$ cat src/rtl/parking_pkg.sv
// Shared constants and FSM encoding for the parking slot manager.
package parking_pkg;

    localparam int NSLOT   = 8;
    localparam int SLOT_W  = 3;
    localparam int TIMEOUT = 16;
    localparam int CNT_W   = 4;

    typedef enum logic [1:0] {
        IDLE  = 2'd0,
        GRANT = 2'd1,
        DENY  = 2'd2
    } state_t;

endpackage

$ cat src/rtl/slot_pick.sv
// Combinational lowest-index free-slot finder over a busy bitmap.
module slot_pick #(
    parameter int NSLOT  = parking_pkg::NSLOT,
    parameter int SLOT_W = parking_pkg::SLOT_W
) (
    input  logic [NSLOT-1:0]  busy,
    output logic [SLOT_W-1:0] idx,
    output logic              any_free
);

    // Scan from the top down so the last hit, the lowest index, wins.
    always_comb begin
        idx      = '0;
        any_free = 1'b0;
        for (int i = NSLOT - 1; i >= 0; i--) begin
            if (!busy[i]) begin
                idx      = SLOT_W'(i);
                any_free = 1'b1;
            end
        end
    end

endmodule

$ cat src/rtl/parking_slot_manager.sv
// Gate-side slot allocator: grants the lowest free slot on each new car arrival,
// reserves it until park confirmation or timeout, and tracks occupancy on exits.
module parking_slot_manager #(
    parameter int NSLOT   = parking_pkg::NSLOT,
    parameter int TIMEOUT = parking_pkg::TIMEOUT
) (
    input  logic                           clk,
    input  logic                           rst,
    input  logic                           sn,
    input  logic                           park_ok,
    input  logic                           exit_vld,
    input  logic [parking_pkg::SLOT_W-1:0] exit_slot,
    output logic                           gL,
    output logic                           rL,
    output logic [parking_pkg::SLOT_W-1:0] slot_id,
    output logic [parking_pkg::CNT_W-1:0]  free_cnt,
    output logic [NSLOT-1:0]               occ,
    output logic [1:0]                     dbg_state
);

    import parking_pkg::*;

    localparam int TW = $clog2(TIMEOUT + 1);

    // park_ok and exit_vld are valid-only pulses with no ready: each one is
    // consumed at the edge it is sampled, either applied or silently dropped.
    state_t             state_q, state_d;
    logic               sn_q;
    logic               gl_q, gl_d, rl_q, rl_d;
    logic [SLOT_W-1:0]  slot_id_q, slot_id_d;
    logic [NSLOT-1:0]   occ_q, occ_d, rsv_q, rsv_d;
    logic [TW-1:0]      timer_q, timer_d;
    logic [CNT_W-1:0]   free_cnt_q, free_cnt_d, used;
    logic [NSLOT-1:0]   busy;
    logic [SLOT_W-1:0]  pick_idx;
    logic               any_free, req, exit_hit;

    assign busy = occ_q | rsv_q;
    assign req  = sn & ~sn_q;

    slot_pick #(.NSLOT(NSLOT), .SLOT_W(SLOT_W)) u_pick (
        .busy     (busy),
        .idx      (pick_idx),
        .any_free (any_free)
    );

    always_comb begin
        exit_hit = 1'b0;
        if (exit_vld && int'(exit_slot) < NSLOT)
            exit_hit = occ_q[exit_slot] && !rsv_q[exit_slot];
    end

    always_comb begin
        state_d   = state_q;
        gl_d      = gl_q;
        rl_d      = rl_q;
        slot_id_d = slot_id_q;
        occ_d     = occ_q;
        rsv_d     = rsv_q;
        timer_d   = timer_q;
        if (exit_hit)
            occ_d[exit_slot] = 1'b0;
        case (state_q)
            IDLE: begin
                if (req) begin
                    if (any_free) begin
                        state_d            = GRANT;
                        gl_d               = 1'b1;
                        slot_id_d          = pick_idx;
                        rsv_d[pick_idx]    = 1'b1;
                        timer_d            = '0;
                    end else begin
                        state_d = DENY;
                        rl_d    = 1'b1;
                    end
                end
            end
            GRANT: begin
                if (park_ok) begin
                    occ_d[slot_id_q] = 1'b1;
                    rsv_d[slot_id_q] = 1'b0;
                    gl_d             = 1'b0;
                    timer_d          = '0;
                    state_d          = IDLE;
                end else if (timer_q == TW'(TIMEOUT - 1)) begin
                    rsv_d[slot_id_q] = 1'b0;
                    gl_d             = 1'b0;
                    timer_d          = '0;
                    state_d          = IDLE;
                end else begin
                    timer_d = timer_q + 1'b1;
                end
            end
            DENY: begin
                if (!sn) begin
                    rl_d    = 1'b0;
                    state_d = IDLE;
                end
            end
            default: state_d = IDLE;
        endcase
    end

    // Free count is taken from the post-edge occupancy and reservations.
    always_comb begin
        used = '0;
        for (int i = 0; i < NSLOT; i++)
            used = used + CNT_W'(occ_d[i]) + CNT_W'(rsv_d[i]);
        free_cnt_d = CNT_W'(NSLOT) - used;
    end

    always_ff @(posedge clk) begin
        if (!rst) begin
            state_q    <= IDLE;
            sn_q       <= 1'b0;
            gl_q       <= 1'b0;
            rl_q       <= 1'b0;
            slot_id_q  <= '0;
            occ_q      <= '0;
            rsv_q      <= '0;
            timer_q    <= '0;
            free_cnt_q <= CNT_W'(NSLOT);
        end else begin
            state_q    <= state_d;
            sn_q       <= sn;
            gl_q       <= gl_d;
            rl_q       <= rl_d;
            slot_id_q  <= slot_id_d;
            occ_q      <= occ_d;
            rsv_q      <= rsv_d;
            timer_q    <= timer_d;
            free_cnt_q <= free_cnt_d;
        end
    end

    assign gL        = gl_q;
    assign rL        = rl_q;
    assign slot_id   = slot_id_q;
    assign free_cnt  = free_cnt_q;
    assign occ       = occ_q;
    assign dbg_state = state_q;

endmodule

$ cat config.mk
export PLATFORM = sky130hd
export DESIGN_NAME = parking_slot_manager
export DESIGN_NICKNAME = d
export VERILOG_FILES = /design/src/rtl/parking_pkg.sv /design/src/rtl/slot_pick.sv /design/src/rtl/parking_slot_manager.sv
export SDC_FILE = /design/constraint.sdc
export NUM_CORES = 1
export LEC_CHECK = 0
export ABC_AREA = 1
export CAP_MARGIN = 25
export CORE_MARGIN = 3
export CORE_UTILIZATION = 40
export DETAILED_ROUTE_END_ITERATION = 10
export PLACE_DENSITY = 0.61
export SYNTH_ARGS = -nofsm -noshare
export SYNTH_HDL_FRONTEND = slang
export SYNTH_HIERARCHICAL = 1
export SYNTH_SLANG_ARGS = --single-unit
$ cat constraint.sdc
create_clock -name clk -period 5.3 [get_ports clk]
set_input_delay 0.795 -clock clk [delete_from_list [all_inputs] [get_ports clk]]
set_output_delay 0.795 -clock clk [all_outputs]
set_load 0.01 [all_outputs]
-- Yosys cells after proc, flatten, opt, wreduce, memory -nomap -nowiden
Index checks and enable logic that the tools add are counted.
- register bits after elaboration: 33
- bits of input ports: 8
- $add $sub $neg: 17
- magnitude comparators: 6
- equality and inequality tests: 8
- mux-type cells: 55
- bitwise gates (word level): 9
- reductions and logical operators: 13
- operators with widths (operator ; count):
    $mux 8 ; 7
    $add 4x1->4 ; 12
    $mux 3 ; 8
    $or 8x8->8 ; 3
    $mux 1 ; 21
    $mux 5 ; 4
    $and 8x8->8 ; 2
    $not 8->8 ; 2
    $pmux 8 s2 ; 1
    $lt 3x4->1 const B ; 3
    $mux 2 ; 5
    $pmux 5 s2 ; 1
    $demux 1 s3 ; 3
    $ge 3x1->1 const B ; 3
    $reduce_and 3->1 ; 3
    $ne 2x2->1 const B ; 4
    $reduce_and 4->1 ; 2
    $bmux 1 s3 ; 2
    $pmux 2 s3 ; 1
    $add 5x1->5 const B ; 1
    $eq 5x4->1 const B ; 1
    $add 3x1->4 ; 1
    $logic_and 1x1->1 ; 4
    $pmux 1 s2 ; 2
    11 further kinds ; 12

-- Longest topological paths before layout
- word-level depth: 33
- depth in mapped cells: 26
- mapped depth without buffers: 26

-- Hierarchy
The synthesis kept the hierarchy.
- modules (own cells, without submodules) (module ; times used ; cells an instance ; area each (sq um) ; seq. area each (sq um)):
    parking_slot_manager ; 1 ; 304 ; 2192.1 ; 660.6
    slot_pick ; 1 ; 18 ; 78.8 ; 0.0

-- Worst setup path before layout
Ideal clock, no wire load.
- path type: input to register
- start: in exit_slot[1] (netlist bit)
- end: reg free_cnt_q[3] (netlist: free_cnt[3])
- setup time: 0.124 ns
- arrival: 4.843 ns
- data required time: 5.176 ns
- setup slack: 0.333 ns
- stages: 22
- path through: buf_2 > inv_1 > nor2_1 > nand3_1 > nand4_1 > nor2_4 > nand3_1 > nand2_1 > nand2_1 > fa_1 > ha_1 > fa_1 > fa_1 > inv_1 > fa_1 > inv_1 > fa_1 > inv_1 > ha_1 > xor2_1 > a21oi_1 > o21ai_0
- RTL lines (item ; RTL line ; text):
    start, declared ; parking_slot_manager.sv:12 ; input logic [parking_pkg::SLOT_W-1:0] exit_slot,
    $lt 3x4->1 (implied by the code) / $ge 3x1->1 (equally long branches) ; parking_slot_manager.sv:62 ; occ_d[exit_slot] = 1'b0;
    $logic_and 1x1->1 (implied by the code) ; parking_slot_manager.sv:62 ;
    $mux 1 (implied by the code) ; parking_slot_manager.sv:62 ;
    $demux 1 s3 ; parking_slot_manager.sv:62 ;
    $not 8->8 (no source line) ; n/a ;
    $and 8x8->8 (no source line) ; n/a ;
    $mux 8 (*) ; parking_slot_manager.sv:61 ; if (exit_hit)
    $or 8x8->8 (no source line) ; n/a ;
    $mux 8 ; parking_slot_manager.sv:79 ; if (park_ok) begin
    $mux 8 (*) ; parking_slot_manager.sv:63 ; case (state_q)
    via occ_d[1] ; parking_slot_manager.sv:31 ; logic [NSLOT-1:0] occ_q, occ_d, rsv_q, rsv_d;
    $add 2x1->3 (*) ; parking_slot_manager.sv:108 ; used = used + CNT_W'(occ_d[i]) + CNT_W'(rsv_d[i]);
    $add 3x1->4 (*) ; parking_slot_manager.sv:108 ;
    $add 4x1->4 (*) (12 in a row) ; parking_slot_manager.sv:108 ;
    $sub 4x4->4 (*) ; parking_slot_manager.sv:109 ; free_cnt_d = CNT_W'(NSLOT) - used;
    end signal, assigned ; parking_slot_manager.sv:122 ; free_cnt_q <= CNT_W'(NSLOT);
    end signal, assigned ; parking_slot_manager.sv:132 ; free_cnt_q <= free_cnt_d;
    end, declared ; parking_slot_manager.sv:33 ; logic [CNT_W-1:0] free_cnt_q, free_cnt_d, used;
Mark *: on every way through the listed nets, which the timed path passes. The rest lies on a longest branch. The select of a mux whose other input is x is not followed.
A chain may end at the register's enable or synchronous reset.

-- Final worst setup path
- start: in exit_slot[0] (netlist bit)
- end: reg free_cnt_q[3] (netlist: free_cnt[3])
Same word-level chain as after synthesis.

==> impl_metrics.env <==
export IMPL_wl_met2_um=2590
export IMPL_instances_no_fill=461
export IMPL_drt_pre_antenna_iters=4
export IMPL_synth_top_area_frac=0.291
export IMPL_grt_antenna_before_repair=0
export IMPL_grt_pass1_wl_um=9930
export IMPL_drive_gt1_frac=0.246
export IMPL_r2r_slack_ns=0.26
export IMPL_finalNetCount=419
export IMPL_slew_violations=0
export IMPL_cts_buffers=5
export IMPL_drcViolationCount=0
export IMPL_whs_path_depth=2
export IMPL_core_um2=5300
export IMPL_ant_nets=0
export IMPL_crit_path_end="free_cnt[3]$_SDFF_PN1_"
export IMPL_p_per_area_nw_per_um2=242
export IMPL_synth_most_common_cell="nand2_1"
export IMPL_cp_top_family="adder cells"
export IMPL_synthTopCellsByCount="nand2_1 (80), inv_1 (51), dfxtp_1 (33), nand3_1 (23), nor2_1 (21)"
export IMPL_vdd_drop_max_uv=243
export IMPL_critPathMaxStageDelay_ns=0.55
export IMPL_grt_pass1_vias=2219
export IMPL_tns_ns=0
export IMPL_cap_viol_max_count=0
export IMPL_hold_viol_final=0
export IMPL_yosysSeqAreaShare=0.291
export IMPL_hold_class="reg -> reg"
export IMPL_synth_nets=351
export IMPL_cp_start_kind="input port"
export IMPL_vias=2174
export IMPL_start_util=0.428
export IMPL_dp_final_hpwl_um=4630
export IMPL_std_cell_rows=26
export IMPL_finalPower_uw=743
export IMPL_cts_htree_levels=2
export IMPL_crit_cells=23
export IMPL_async_flop_share=0
export IMPL_clock_sinks=33
export IMPL_ys_warn_count=6
export IMPL_tightest_slew_ns=0.496
export IMPL_diodes=0
export IMPL_hold_buffers=0
export IMPL_ys_ff_latch=33
export IMPL_path_cells="dlygate4sd2_1 > buf_6 > inv_4 > nand2_1 > nand3_1 > nand4_1 > nor2_4 > nand3_1 > nand2_1 > nand2_1 > fa_1 > ha_2 > fa_1 > fa_1 > inv_1 > fa_1 > inv_1 > fa_1 > inv_1 > ha_2 > xor2_2 > a21oi_1 > o21ai_1"
export IMPL_ys_top_cells_by_area="dfxtp_1 (29%), nand2_1 (13%), fa_1 (8.8%)"
export IMPL_period_share=0.960
export IMPL_routed_top_layer="met4"
export IMPL_worstPathRequired_ns=5.47
export IMPL_clockBufferDepth=2
export IMPL_clk_insertion_delay_late_ns=0.29
export IMPL_cp_arrival_ns=5.26
export IMPL_path_class="in -> reg"
export IMPL_wire_per_inst_um=12.5
export IMPL_status="finished clean"
export IMPL_final_cell_area_um2=3070
export IMPL_crit_buf_inv=6
export IMPL_cts_tree="done"
export IMPL_cp_max_fo=6
export IMPL_via_per_inst=4.72
export IMPL_yosys_area_top_type="dfxtp_1"
export IMPL_syn_inst=322
export IMPL_dpl_cell_area_um2=2870
export IMPL_r2r_cells=25
export IMPL_portBuffers=26
export IMPL_final_core_util=0.578
export IMPL_p_leak_nw=1.44
export IMPL_wl_met1_um=2840
export IMPL_gr_total_overflow=0
export IMPL_ioPinCount=27
export IMPL_drt_wl_total_um=5750
export IMPL_setup_viol_count_final=0
export IMPL_r2r_start="occ[7]$_SDFF_PN0_"
export IMPL_grt_max_degree=26
export IMPL_crit_start="exit_slot[0]"
export IMPL_setup_slack_ns=0.211
export IMPL_track_usage=0.195
export IMPL_die_width_um=81.3
export IMPL_syn_area_um2=2270
export IMPL_cts_root_buf="clkbuf_8"
export IMPL_ys_types=32
export IMPL_dp_cells=450
export IMPL_die_y_um=81.3
export IMPL_slowest_stage="fa_1"
export IMPL_wl_met3_um=243
export IMPL_crit_path_frequent_cell="fa_1"
export IMPL_synth_edf_count=0
export IMPL_relSlewSlack=0.669
export IMPL_max_freq_ghz=0.197
export IMPL_endpoint_kind="flip-flop"
export IMPL_first_iter_violations=114
export IMPL_whs_ns=0.458
export IMPL_die_area_um2=6620
export IMPL_pre_cts_ws_ns=-0.383
export IMPL_avgSynthCellArea_um2=7.05
export IMPL_skew_ns=0.00714
export IMPL_area_growth_pct=35.0
export IMPL_clkTransAtPathRegs_ns=0.07
export IMPL_fin_crit_ns=5.09
export IMPL_synthFlopType="dfxtp_1"
export IMPL_finalWeightedCongestion=0.905
export IMPL_reg2reg_to="free_cnt[3]$_SDFF_PN1_"
==> cell type report <==
| type | count | area (um^2) |
|---|---|---|
| Fill cell | 505 | 2240 |
| Multi-Input combinational cell | 228 | 1460 |
| Sequential cell | 33 | 661 |
| Timing Repair Buffer | 65 | 559 |
| Inverter | 57 | 216 |
| Tap cell | 70 | 87.6 |
| Clock buffer | 5 | 68.8 |
| Clock inverter | 3 | 17.5 |
==> what timing repair did <==
| action | 4_1_cts | 5_1_grt |
|---|---|---|
| endpoints found under the hold margin | 0 | 0 |
| setup buffers | 1 | 2 |
| resized for setup | 14 | 11 |
| setup endpoints to repair | 1 | 2 |
| pin swaps | 4 | 10 |
==> layout by cell type (no fill, tap or decap), drive strengths merged <==
| cell | netlist | layout |
|---|---|---|
| dlygate4sd2 | 0 | 3 |
| nand3 | 23 | 23 |
| nor3b | 1 | 1 |
| clkbuf | 2 | 5 |
| dfxtp | 33 | 33 |
| a31oi | 1 | 1 |
| a211oi | 1 | 1 |
| xor2 | 2 | 2 |
| clkdlybuf4s50 | 0 | 22 |
| nor2 | 32 | 32 |
| a21oi | 19 | 19 |
| buf | 2 | 39 |
| clkinv | 0 | 2 |
| o31ai | 4 | 4 |
| nor3 | 12 | 12 |
| xnor2 | 1 | 1 |
| clkinvlp | 0 | 1 |
| nand4 | 5 | 5 |
| o21ai | 13 | 13 |
| nand2 | 85 | 85 |
| fa | 10 | 10 |
| dlymetal6s2s | 0 | 1 |
| or2 | 6 | 6 |
| ha | 11 | 11 |
| a21boi | 2 | 2 |
| inv | 57 | 57 |
==> sequential cells by signal, indices dropped and copies added, names as in the netlist <==
signal / count
dbg_state: 2
free_cnt: 4
gL: 1
occ: 8
rL: 1
rsv_q: 8
slot_id: 3
sn_q: 1
timer_q: 5
==> metal layers <==
metal,GRT usage,vias to the layer above
met5,0,-
met4,0.0405,0
met3,0.0410,7
met2,0.326,47
met1,0.260,971
li1,-,1149
==> logic make-up after synthesis <==
logic type,after synthesis,synth area share
XOR/XNOR,3,0.0116
buffers and inverters,61,0.103
AO/OA/AOI/OAI,40,0.105
adder cells (fa/ha/maj),21,0.149
AND/OR/NAND/NOR,164,0.341
flip-flops,33,0.291
==> how the worst min path moves through the flow <==
stage / endpoint / startpoint / slack (ns)
global route: timer_q[4]$_SDFFE_PN0P_ / timer_q[4]$_SDFFE_PN0P_ / 0.49
finish: timer_q[4]$_SDFFE_PN0P_ / timer_q[4]$_SDFFE_PN0P_ / 0.46
floorplan: timer_q[4]$_SDFFE_PN0P_ / timer_q[4]$_SDFFE_PN0P_ / 0.43
global placement: timer_q[4]$_SDFFE_PN0P_ / timer_q[4]$_SDFFE_PN0P_ / 0.43
CTS: timer_q[4]$_SDFFE_PN0P_ / timer_q[4]$_SDFFE_PN0P_ / 0.46
detailed placement: timer_q[4]$_SDFFE_PN0P_ / timer_q[4]$_SDFFE_PN0P_ / 0.44
==> where the power goes <==
| part | internal [mW] | switching, mW |
|---|---|---|
| sequential | 0.271 | 0.0130 |
| clock | 0.0906 | 0.0998 |
| combinational | 0.127 | 0.141 |
==> worst min-delay path, stage by stage, from the launching register on <==
cell and delay [ns]:
dfxtp_1 0.33, nand2_1 0.06, a21oi_1 0.03
Note: power is estimated with default switching activity, not from simulation.
